### config.mk
export PLATFORM = sky130hd
export DESIGN_NAME = ram_burst_rd_flat
export DESIGN_NICKNAME = d
export VERILOG_FILES = /design/src/rtl/ram_burst_rd_pkg.sv /design/src/rtl/ram_burst_rd_if.sv /design/src/rtl/ram_burst_rd_fifo.sv /design/src/rtl/ram_burst_rd.sv /design/src/flat_wrapper.sv
export SDC_FILE = /design/constraint.sdc
export NUM_CORES = 1
export LEC_CHECK = 0
export ABC_CLOCK_PERIOD_IN_PS = 11400
export CORE_MARGIN = 3
export CORE_UTILIZATION = 52
export DETAILED_ROUTE_END_ITERATION = 16
export GPL_TIMING_DRIVEN = 0
export PLACE_DENSITY_LB_ADDON = 0.25
export SLEW_MARGIN = 25
export SYNTH_ARGS = -nofsm -noshare
export SYNTH_HDL_FRONTEND = slang
export SYNTH_SLANG_ARGS = --single-unit
### constraint.sdc
create_clock -name AClkH -period 11.4 [get_ports AClkH]
set_input_delay 1.71 -clock AClkH [delete_from_list [all_inputs] [get_ports AClkH]]
set_output_delay 1.71 -clock AClkH [all_outputs]
set_load 0.05 [all_outputs]
### src/rtl/ram_burst_rd_pkg.sv
// Shared types, default widths and helpers for the RAM burst reader.
package ram_burst_rd_pkg;

    localparam int CAddrLen = 13;
    localparam int CDataLen = 128;
    localparam int CLenLen  = 16;

    typedef enum logic [1:0] {
        Idle  = 2'd0,
        Run   = 2'd1,
        Drain = 2'd2
    } state_e;

    // Smallest pointer width that can index a FIFO of the given depth (at least 1).
    function automatic int f_ptr_w(input int depth);
        int w;
        w = 1;
        while ((1 << w) < depth) begin
            w = w + 1;
        end
        return w;
    endfunction

endpackage

### src/rtl/ram_burst_rd_if.sv
// Request, RAM-port and stream signals of the burst reader; AAbort exists only
// when RAM_BURST_RD_ABORT_EN is defined.
interface ram_burst_rd_if #(
    parameter int CAddrLen = ram_burst_rd_pkg::CAddrLen,
    parameter int CDataLen = ram_burst_rd_pkg::CDataLen,
    parameter int CLenLen  = ram_burst_rd_pkg::CLenLen
);
    logic                AReqStart;
    logic [CAddrLen-1:0] AReqAddr;
    logic [CLenLen-1:0]  AReqLen;
    logic                ABusy;
    logic                ADone;
    logic [CAddrLen-1:0] ARamAddr;
    logic                ARamRdEn;
    logic [CDataLen-1:0] ARamMiso;
    logic [CDataLen-1:0] AStrData;
    logic                AStrVld;
    logic                AStrLast;
    logic                AStrRdy;
`ifdef RAM_BURST_RD_ABORT_EN
    logic                AAbort;

    modport master (
        input  AReqStart, AReqAddr, AReqLen, ARamMiso, AStrRdy, AAbort,
        output ABusy, ADone, ARamAddr, ARamRdEn, AStrData, AStrVld, AStrLast
    );
    modport slave (
        output AReqStart, AReqAddr, AReqLen, ARamMiso, AStrRdy, AAbort,
        input  ABusy, ADone, ARamAddr, ARamRdEn, AStrData, AStrVld, AStrLast
    );
`else
    modport master (
        input  AReqStart, AReqAddr, AReqLen, ARamMiso, AStrRdy,
        output ABusy, ADone, ARamAddr, ARamRdEn, AStrData, AStrVld, AStrLast
    );
    modport slave (
        output AReqStart, AReqAddr, AReqLen, ARamMiso, AStrRdy,
        input  ABusy, ADone, ARamAddr, ARamRdEn, AStrData, AStrVld, AStrLast
    );
`endif
endinterface

### src/rtl/ram_burst_rd_fifo.sv
// Synchronous FIFO holding {last, data} beats; flush empties it in one enabled cycle.
module ram_burst_rd_fifo import ram_burst_rd_pkg::*; #(
    parameter int CDepth = 4,
    parameter int CWidth = 129,
    localparam int PtrW  = f_ptr_w(CDepth)
) (
    input  logic              AClkH,
    input  logic              AResetHN,
    input  logic              AClkHEn,
    input  logic              flush,
    input  logic              wr_en,
    input  logic [CWidth-1:0] wr_data,
    input  logic              rd_en,
    output logic [CWidth-1:0] rd_data,
    output logic [PtrW:0]     count,
    output logic              empty,
    output logic              full
);
    logic [CWidth-1:0] mem_q [CDepth];
    logic [PtrW-1:0]   wr_ptr_q, wr_ptr_d, rd_ptr_q, rd_ptr_d;
    logic [PtrW:0]     count_q, count_d;
    logic              do_wr, do_rd;

    assign empty   = (count_q == '0);
    assign full    = (count_q == (PtrW+1)'(CDepth));
    assign count   = count_q;
    assign do_wr   = wr_en & ~full;
    assign do_rd   = rd_en & ~empty;
    // Idle output reads as zero so nothing stale leaks out after a flush.
    assign rd_data = empty ? '0 : mem_q[rd_ptr_q];

    // Pointer and occupancy next-state.
    always_comb begin
        wr_ptr_d = wr_ptr_q;
        rd_ptr_d = rd_ptr_q;
        count_d  = count_q;
        if (flush) begin
            wr_ptr_d = '0;
            rd_ptr_d = '0;
            count_d  = '0;
        end else begin
            if (do_wr) wr_ptr_d = wr_ptr_q + PtrW'(1);
            else       wr_ptr_d = wr_ptr_q;
            if (do_rd) rd_ptr_d = rd_ptr_q + PtrW'(1);
            else       rd_ptr_d = rd_ptr_q;
            if (do_wr && !do_rd)      count_d = count_q + (PtrW+1)'(1);
            else if (do_rd && !do_wr) count_d = count_q - (PtrW+1)'(1);
            else                      count_d = count_q;
        end
    end

    // Pointer and occupancy registers.
    always_ff @(posedge AClkH) begin
        if (!AResetHN) begin
            wr_ptr_q <= '0;
            rd_ptr_q <= '0;
            count_q  <= '0;
        end else if (AClkHEn) begin
            wr_ptr_q <= wr_ptr_d;
            rd_ptr_q <= rd_ptr_d;
            count_q  <= count_d;
        end
    end

    // Storage array.
    always_ff @(posedge AClkH) begin
        if (AClkHEn && do_wr && !flush) begin
            mem_q[wr_ptr_q] <= wr_data;
        end
    end

endmodule

### src/rtl/ram_burst_rd.sv
// Burst read initiator: sequential RAM reads with credit flow control into a
// valid/ready stream. Optional abort input under RAM_BURST_RD_ABORT_EN.
module ram_burst_rd #(
    parameter int CAddrLen   = ram_burst_rd_pkg::CAddrLen,
    parameter int CDataLen   = ram_burst_rd_pkg::CDataLen,
    parameter int CLenLen    = ram_burst_rd_pkg::CLenLen,
    parameter int CFifoDepth = 4
) (
    input  logic           AClkH,
    input  logic           AResetHN,
    input  logic           AClkHEn,
    ram_burst_rd_if.master bus
);
    import ram_burst_rd_pkg::*;

    localparam int PtrW = f_ptr_w(CFifoDepth);

    state_e              state_q, state_d;
    logic [CAddrLen-1:0] addr_q, addr_d;
    logic [CAddrLen-1:0] ram_addr_q, ram_addr_d;
    logic [CLenLen-1:0]  remaining_q, remaining_d;
    logic                inflight_q, inflight_d;
    logic                inflight_last_q, inflight_last_d;
    logic                done_q, done_d;

    logic                issue, pop, abort, credit_ok;
    logic                fifo_empty, fifo_full;
    logic [PtrW:0]       fifo_count;
    logic [CDataLen:0]   fifo_rd_data;

`ifdef RAM_BURST_RD_ABORT_EN
    assign abort = bus.AAbort & (state_q != Idle);
`else
    assign abort = 1'b0;
`endif

    // A FIFO slot is reserved for every read still travelling through the RAM.
    assign credit_ok = (int'(fifo_count) + int'(inflight_q)) < CFifoDepth;
    assign issue     = (state_q == Run) & (remaining_q != '0) & AClkHEn
                     & credit_ok & ~fifo_full & ~abort;
    assign pop       = ~fifo_empty & bus.AStrRdy & AClkHEn;

    ram_burst_rd_fifo #(
        .CDepth (CFifoDepth),
        .CWidth (CDataLen + 1)
    ) u_fifo (
        .AClkH    (AClkH),
        .AResetHN (AResetHN),
        .AClkHEn  (AClkHEn),
        .flush    (abort),
        .wr_en    (inflight_q),
        .wr_data  ({inflight_last_q, bus.ARamMiso}),
        .rd_en    (pop),
        .rd_data  (fifo_rd_data),
        .count    (fifo_count),
        .empty    (fifo_empty),
        .full     (fifo_full)
    );

    // Burst FSM next-state, address/length bookkeeping and done pulse.
    always_comb begin
        state_d         = state_q;
        addr_d          = addr_q;
        ram_addr_d      = ram_addr_q;
        remaining_d     = remaining_q;
        inflight_d      = issue;
        inflight_last_d = issue & (remaining_q == CLenLen'(1));
        done_d          = 1'b0;
        case (state_q)
            Idle: begin
                if (bus.AReqStart && (bus.AReqLen != '0)) begin
                    state_d     = Run;
                    addr_d      = bus.AReqAddr;
                    remaining_d = bus.AReqLen;
                end else if (bus.AReqStart) begin
                    done_d = 1'b1;
                end else begin
                    state_d = Idle;
                end
            end
            Run: begin
                if (issue) begin
                    ram_addr_d  = addr_q;
                    addr_d      = addr_q + CAddrLen'(1);
                    remaining_d = remaining_q - CLenLen'(1);
                    if (remaining_q == CLenLen'(1)) state_d = Drain;
                    else                            state_d = Run;
                end else begin
                    state_d = Run;
                end
            end
            Drain: begin
                // The last-flagged beat is by construction the final word in flight.
                if (pop && fifo_rd_data[CDataLen]) begin
                    state_d = Idle;
                    done_d  = 1'b1;
                end else begin
                    state_d = Drain;
                end
            end
            default: begin
                state_d = Idle;
            end
        endcase
        if (abort) begin
            state_d         = Idle;
            remaining_d     = '0;
            inflight_d      = 1'b0;
            inflight_last_d = 1'b0;
            done_d          = 1'b1;
        end else begin
            done_d = done_d;
        end
    end

    // State registers; everything freezes while the clock enable is low.
    always_ff @(posedge AClkH) begin
        if (!AResetHN) begin
            state_q         <= Idle;
            addr_q          <= '0;
            ram_addr_q      <= '0;
            remaining_q     <= '0;
            inflight_q      <= 1'b0;
            inflight_last_q <= 1'b0;
            done_q          <= 1'b0;
        end else if (AClkHEn) begin
            state_q         <= state_d;
            addr_q          <= addr_d;
            ram_addr_q      <= ram_addr_d;
            remaining_q     <= remaining_d;
            inflight_q      <= inflight_d;
            inflight_last_q <= inflight_last_d;
            done_q          <= done_d;
        end
    end

    assign bus.ABusy    = (state_q != Idle);
    assign bus.ADone    = done_q;
    assign bus.ARamRdEn = issue;
    // Address holds the last issued word when idle so RAM output stays meaningful.
    assign bus.ARamAddr = issue ? addr_q : ram_addr_q;
    assign bus.AStrVld  = ~fifo_empty;
    assign bus.AStrData = fifo_rd_data[CDataLen-1:0];
    assign bus.AStrLast = fifo_rd_data[CDataLen];

endmodule
### src/flat_wrapper.sv
// flat-port wrapper written by rule: the top's interface ports become plain ports
module ram_burst_rd_flat import ram_burst_rd_pkg::*;
#(
    parameter int CAddrLen   = ram_burst_rd_pkg::CAddrLen,
    parameter int CDataLen   = ram_burst_rd_pkg::CDataLen,
    parameter int CLenLen    = ram_burst_rd_pkg::CLenLen,
    parameter int CFifoDepth = 4
)
  (AClkH, AResetHN, AClkHEn, bus_AReqStart, bus_AReqAddr, bus_AReqLen, bus_ARamMiso, bus_AStrRdy, bus_ABusy, bus_ADone, bus_ARamAddr, bus_ARamRdEn, bus_AStrData, bus_AStrVld, bus_AStrLast);
  ram_burst_rd_if #(.CAddrLen(CAddrLen), .CDataLen(CDataLen), .CLenLen(CLenLen)) bus_i ();
  input  logic AClkH;
  input  logic AResetHN;
  input  logic AClkHEn;
  input wire logic [$bits(bus_i.AReqStart)-1:0] bus_AReqStart;
  input wire logic [$bits(bus_i.AReqAddr)-1:0] bus_AReqAddr;
  input wire logic [$bits(bus_i.AReqLen)-1:0] bus_AReqLen;
  input wire logic [$bits(bus_i.ARamMiso)-1:0] bus_ARamMiso;
  input wire logic [$bits(bus_i.AStrRdy)-1:0] bus_AStrRdy;
  output wire logic [$bits(bus_i.ABusy)-1:0] bus_ABusy;
  output wire logic [$bits(bus_i.ADone)-1:0] bus_ADone;
  output wire logic [$bits(bus_i.ARamAddr)-1:0] bus_ARamAddr;
  output wire logic [$bits(bus_i.ARamRdEn)-1:0] bus_ARamRdEn;
  output wire logic [$bits(bus_i.AStrData)-1:0] bus_AStrData;
  output wire logic [$bits(bus_i.AStrVld)-1:0] bus_AStrVld;
  output wire logic [$bits(bus_i.AStrLast)-1:0] bus_AStrLast;
  assign bus_i.AReqStart = bus_AReqStart;
  assign bus_i.AReqAddr = bus_AReqAddr;
  assign bus_i.AReqLen = bus_AReqLen;
  assign bus_i.ARamMiso = bus_ARamMiso;
  assign bus_i.AStrRdy = bus_AStrRdy;
  assign bus_ABusy = bus_i.ABusy;
  assign bus_ADone = bus_i.ADone;
  assign bus_ARamAddr = bus_i.ARamAddr;
  assign bus_ARamRdEn = bus_i.ARamRdEn;
  assign bus_AStrData = bus_i.AStrData;
  assign bus_AStrVld = bus_i.AStrVld;
  assign bus_AStrLast = bus_i.AStrLast;
  ram_burst_rd #(.CAddrLen(CAddrLen), .CDataLen(CDataLen), .CLenLen(CLenLen), .CFifoDepth(CFifoDepth)) u_core (.AClkH(AClkH), .AResetHN(AResetHN), .AClkHEn(AClkHEn), .bus(bus_i));
endmodule
==> key figures <==
STA
  – Final period util: 53.1%
  – Worst-Margin Slew: 1.08 ns
  – Worst hold slack: 0.481 ns
  – Pins Over Slew Limit: 0
  – Post-layout min period: 6.06 ns
  – Final setup vio count: 0
  – Clock Skews: 0.0263 ns
  – Relative max-transition margin: 28.1%
  – Setup ws final: 5.34 ns
  – Hold Fails Final Rpt: 0
  – Setup TNS: 0 ns
  – RSZ-0062 raised after global routing: no
  – Fmax: 165 MHz

CTS
  – Worst-path clk slew: 0.06 ns
  – Clk Latency, worst-skew pair: 0.62 ns
  – CTS Buf Count: 56
  – CTS tree: yes
  – Cts hold-fix bufs: 0
  – CTS H-Tree Depth: 2
  – CTS max path bufs: 3
  – Clock Tree Root: clkbuf_16
  – Post CTS Setup Buffer Count: 0
  – Post-CTS resize count: 0
  – CTS Sinks: 572

Outcome
  – Status: completed

Cells and area
  – Final core area utilization: 67.2%
  – Non-Filler Instances: 2206
  – Area taken by multi-input logic gates: 5560 um^2
  – Share of post-route cells with drive strength above 1: 16.1%
  – Filler Cell Count: 2832
  – Most common cell after layout, fill and taps aside: edfxtp_1
  – Final Instance Area: 28400 um^2
  – Area growth, synth to finish: 26.4%
  – Post-layout net count: 1749
  – Reg area: 16600 um^2
  – Most frequent cells in the layout: edfxtp_1, clkdlybuf4s50_1, and2_1

Power
  – Power density cells: 161 nW/um^2
  – Leak: 9.11 nW
  – Worst vdd ir: 0.000127 V
  – Design Power: 4.57 mW

Worst setup path
  – CP Data Required Time: 9.69 ns
  – Slowest stage cell, crit path: clkdlybuf4s50_1
  – Cell Chain, Critical Path: clkdlybuf4s50_1 -> nand4b_1 -> or2_1 -> buf_4 -> buf_6 -> o21ai_0 -> clkdlybuf4s50_1
  – WS Path Type: in2out
  – R2r startpoint: u_core.u_fifo.count[0]
  – Critical Path Source: AClkHEn
  – CP Capture Type: output pin
  – Worst stage delay on the critical path: 0.88 ns
  – Critical Path AT: 4.35 ns
  – Crit path max fanout: 10
  – Cell mode on critical path: clkdlybuf4s50_1
  – Worst reg2reg path depth: 5
  – CP Launch Type: input pin

Die
  – Core Area: 42300 um^2
  – Chip height: 214 um
  – Total Die Area: 45800 um^2
  – Die width: 214 um
  – Cell Rows: 75
  – Initial Util: 53.2%
  – IO Count: 308

Logic synthesis
  – Primary FF master, synth: edfxtp_1
  – Yosys top cell area share: 68.9%
  – Avg Inst Size Synth: 18.8 um^2
  – Number of synthesized flops with an enable pin: 516
  – Async SR Flop Fraction: 0%
  – Top post-synthesis cells by area: edfxtp_1, mux4_2, dfxtp_1, and2_1, a21oi_1
  – Area leader, netlist: edfxtp_1
  – Syn Inst Count: 1200
  – Synth Cell Area: 22500 um^2
  – Synth Net Count: 1372
  – Post-synthesis sequential area ratio: 73.8%
  – #FFs+latches synth: 572
  – Post-synth cell types: 62
  – Yosys Warn Count: 0

Detailed routing
  – Initial DRT Pass Iterations: 5
  – DR iter-0 viols: 722
  – Routed length on met3: 3.45 mm
  – Vias: 12300
  – Max layer used: met5
  – Antenna viol nets, final: 0
  – # DRC: 0
  – Met1 Wirelength: 20.6 mm
  – Metal2 WL: 24.6 mm
  – Via-to-Cell Ratio: 5.57
  – WL/cell: 22.8 um
  – WL final: 50.3 mm

Placement
  – Post-place instance area: 26600 um^2
  – Setup WS pre-CTS: 5.37 ns
  – Placed Instances: 2096
  – # port buffers: 307
  – DP HPWL: 33.5 mm
  – Routability Congestion: 0.896

Worst hold path
  – Cell depth of the worst hold path: 2
  – Hold_sp: u_core.remaining_q[15]
  – Worst min-delay path class: reg2reg

Job
  – Max cap viols: 0

Global routing
  – GRT Util Overall: 22.2%
  – Total congestion overflow: 0
  – First-pass GRT wire length: 77.7 mm
  – Largest net degree at the start of global routing: 44
  – Number of global-route vias before repair: 12900
  – Initial antenna violation count: 9
worst paths after layout:
| check | end | slack [ns] |
|---|---|---|
| worst max-delay path | bus_ARamAddr[11] | 5.34 |
| worst min-delay path | u_core.remaining_q[15] | 0.48 |
| worst min register to register | u_core.remaining_q[15] | 0.48 |
| worst max register to register | u_core.u_fifo.mem_q[3][77] | 8.83 |
synthesized netlist by cell type (all sizes together), types with 2 or more instances:
cell	n
edfxtp	516
and2	143
mux4	129
dfxtp	56
nand2	46
clkbuf	42
a21oi	37
buf	26
nor2	25
inv	15
o21ai	13
mux2	12
nor3	10
o32ai	10
ha	9
nand3	9
nor4	8
and3	6
nand2b	6
nand4	6
or3	6
o22ai	5
or4	5
xnor2	5
mux2i	4
o31ai	4
or2	4
a211oi	3
a31oi	3
o21a	3
o31a	3
xor2	3
a211o	2
a21o	2
a22oi	2
a2bb2oi	2
and4	2
nor2b	2
nor3b	2
o221a	2
o2bb2ai	2
per-layer routing:
layer | global-route usage [%] | vias to the layer above
met4 | 7.86 | 12
met3 | 5.14 | 106
li1 | - | 5536
met5 | 1.04 | -
met1 | 29.9 | 6233
met2 | 36.0 | 406
critical path: cells and delay by family:
kind / cells / cell delay, ns
AOI/OAI and AO/OA: 1 / 0.30
buffers and inverters: 4 / 1.77
and+or+nand+nor: 2 / 0.55
state kept, by name, indices dropped and copies added, names as in the netlist, 2 cells and up, named ones only:
register	count
u_core.u_fifo.rd_ptr_q	2
u_core.addr_q	13
u_core.ram_addr_q	13
u_core.u_fifo.count	3
u_core.u_fifo.wr_ptr_q	2
u_core.u_fifo.mem_q	516
u_core.state_q	2
u_core.remaining_q	16
final cells by class:
type	count	area share [%]
flip-flops and latches	572	58.4
clock buffers	70	5.22
diodes	4	0.0352
well taps	577	2.54
clock inverters	36	1.20
inverters	15	0.198
repair buffers	319	11.8
plain buffers	68	1.02
multi-input cells	545	19.6
report_power, final:
part / internal [mW] / switching (mW)
combinational: 0.175 / 0.265
clock: 1.06 / 0.757
sequential: 2.30 / 0.0140
total: 3.54 / 1.04
logic make-up after synthesis:
logic type	after synthesis	synth area share [%]
adder cells (fa/ha/maj)	10	0.589
AO/OA/AOI/OAI	98	2.89
XOR/XNOR	8	0.311
multiplexers	145	13.7
flip-flops	572	73.8
AND/OR/NAND/NOR	284	7.15
buffers and inverters	83	1.54
Note: power is estimated with default switching activity, not from simulation.
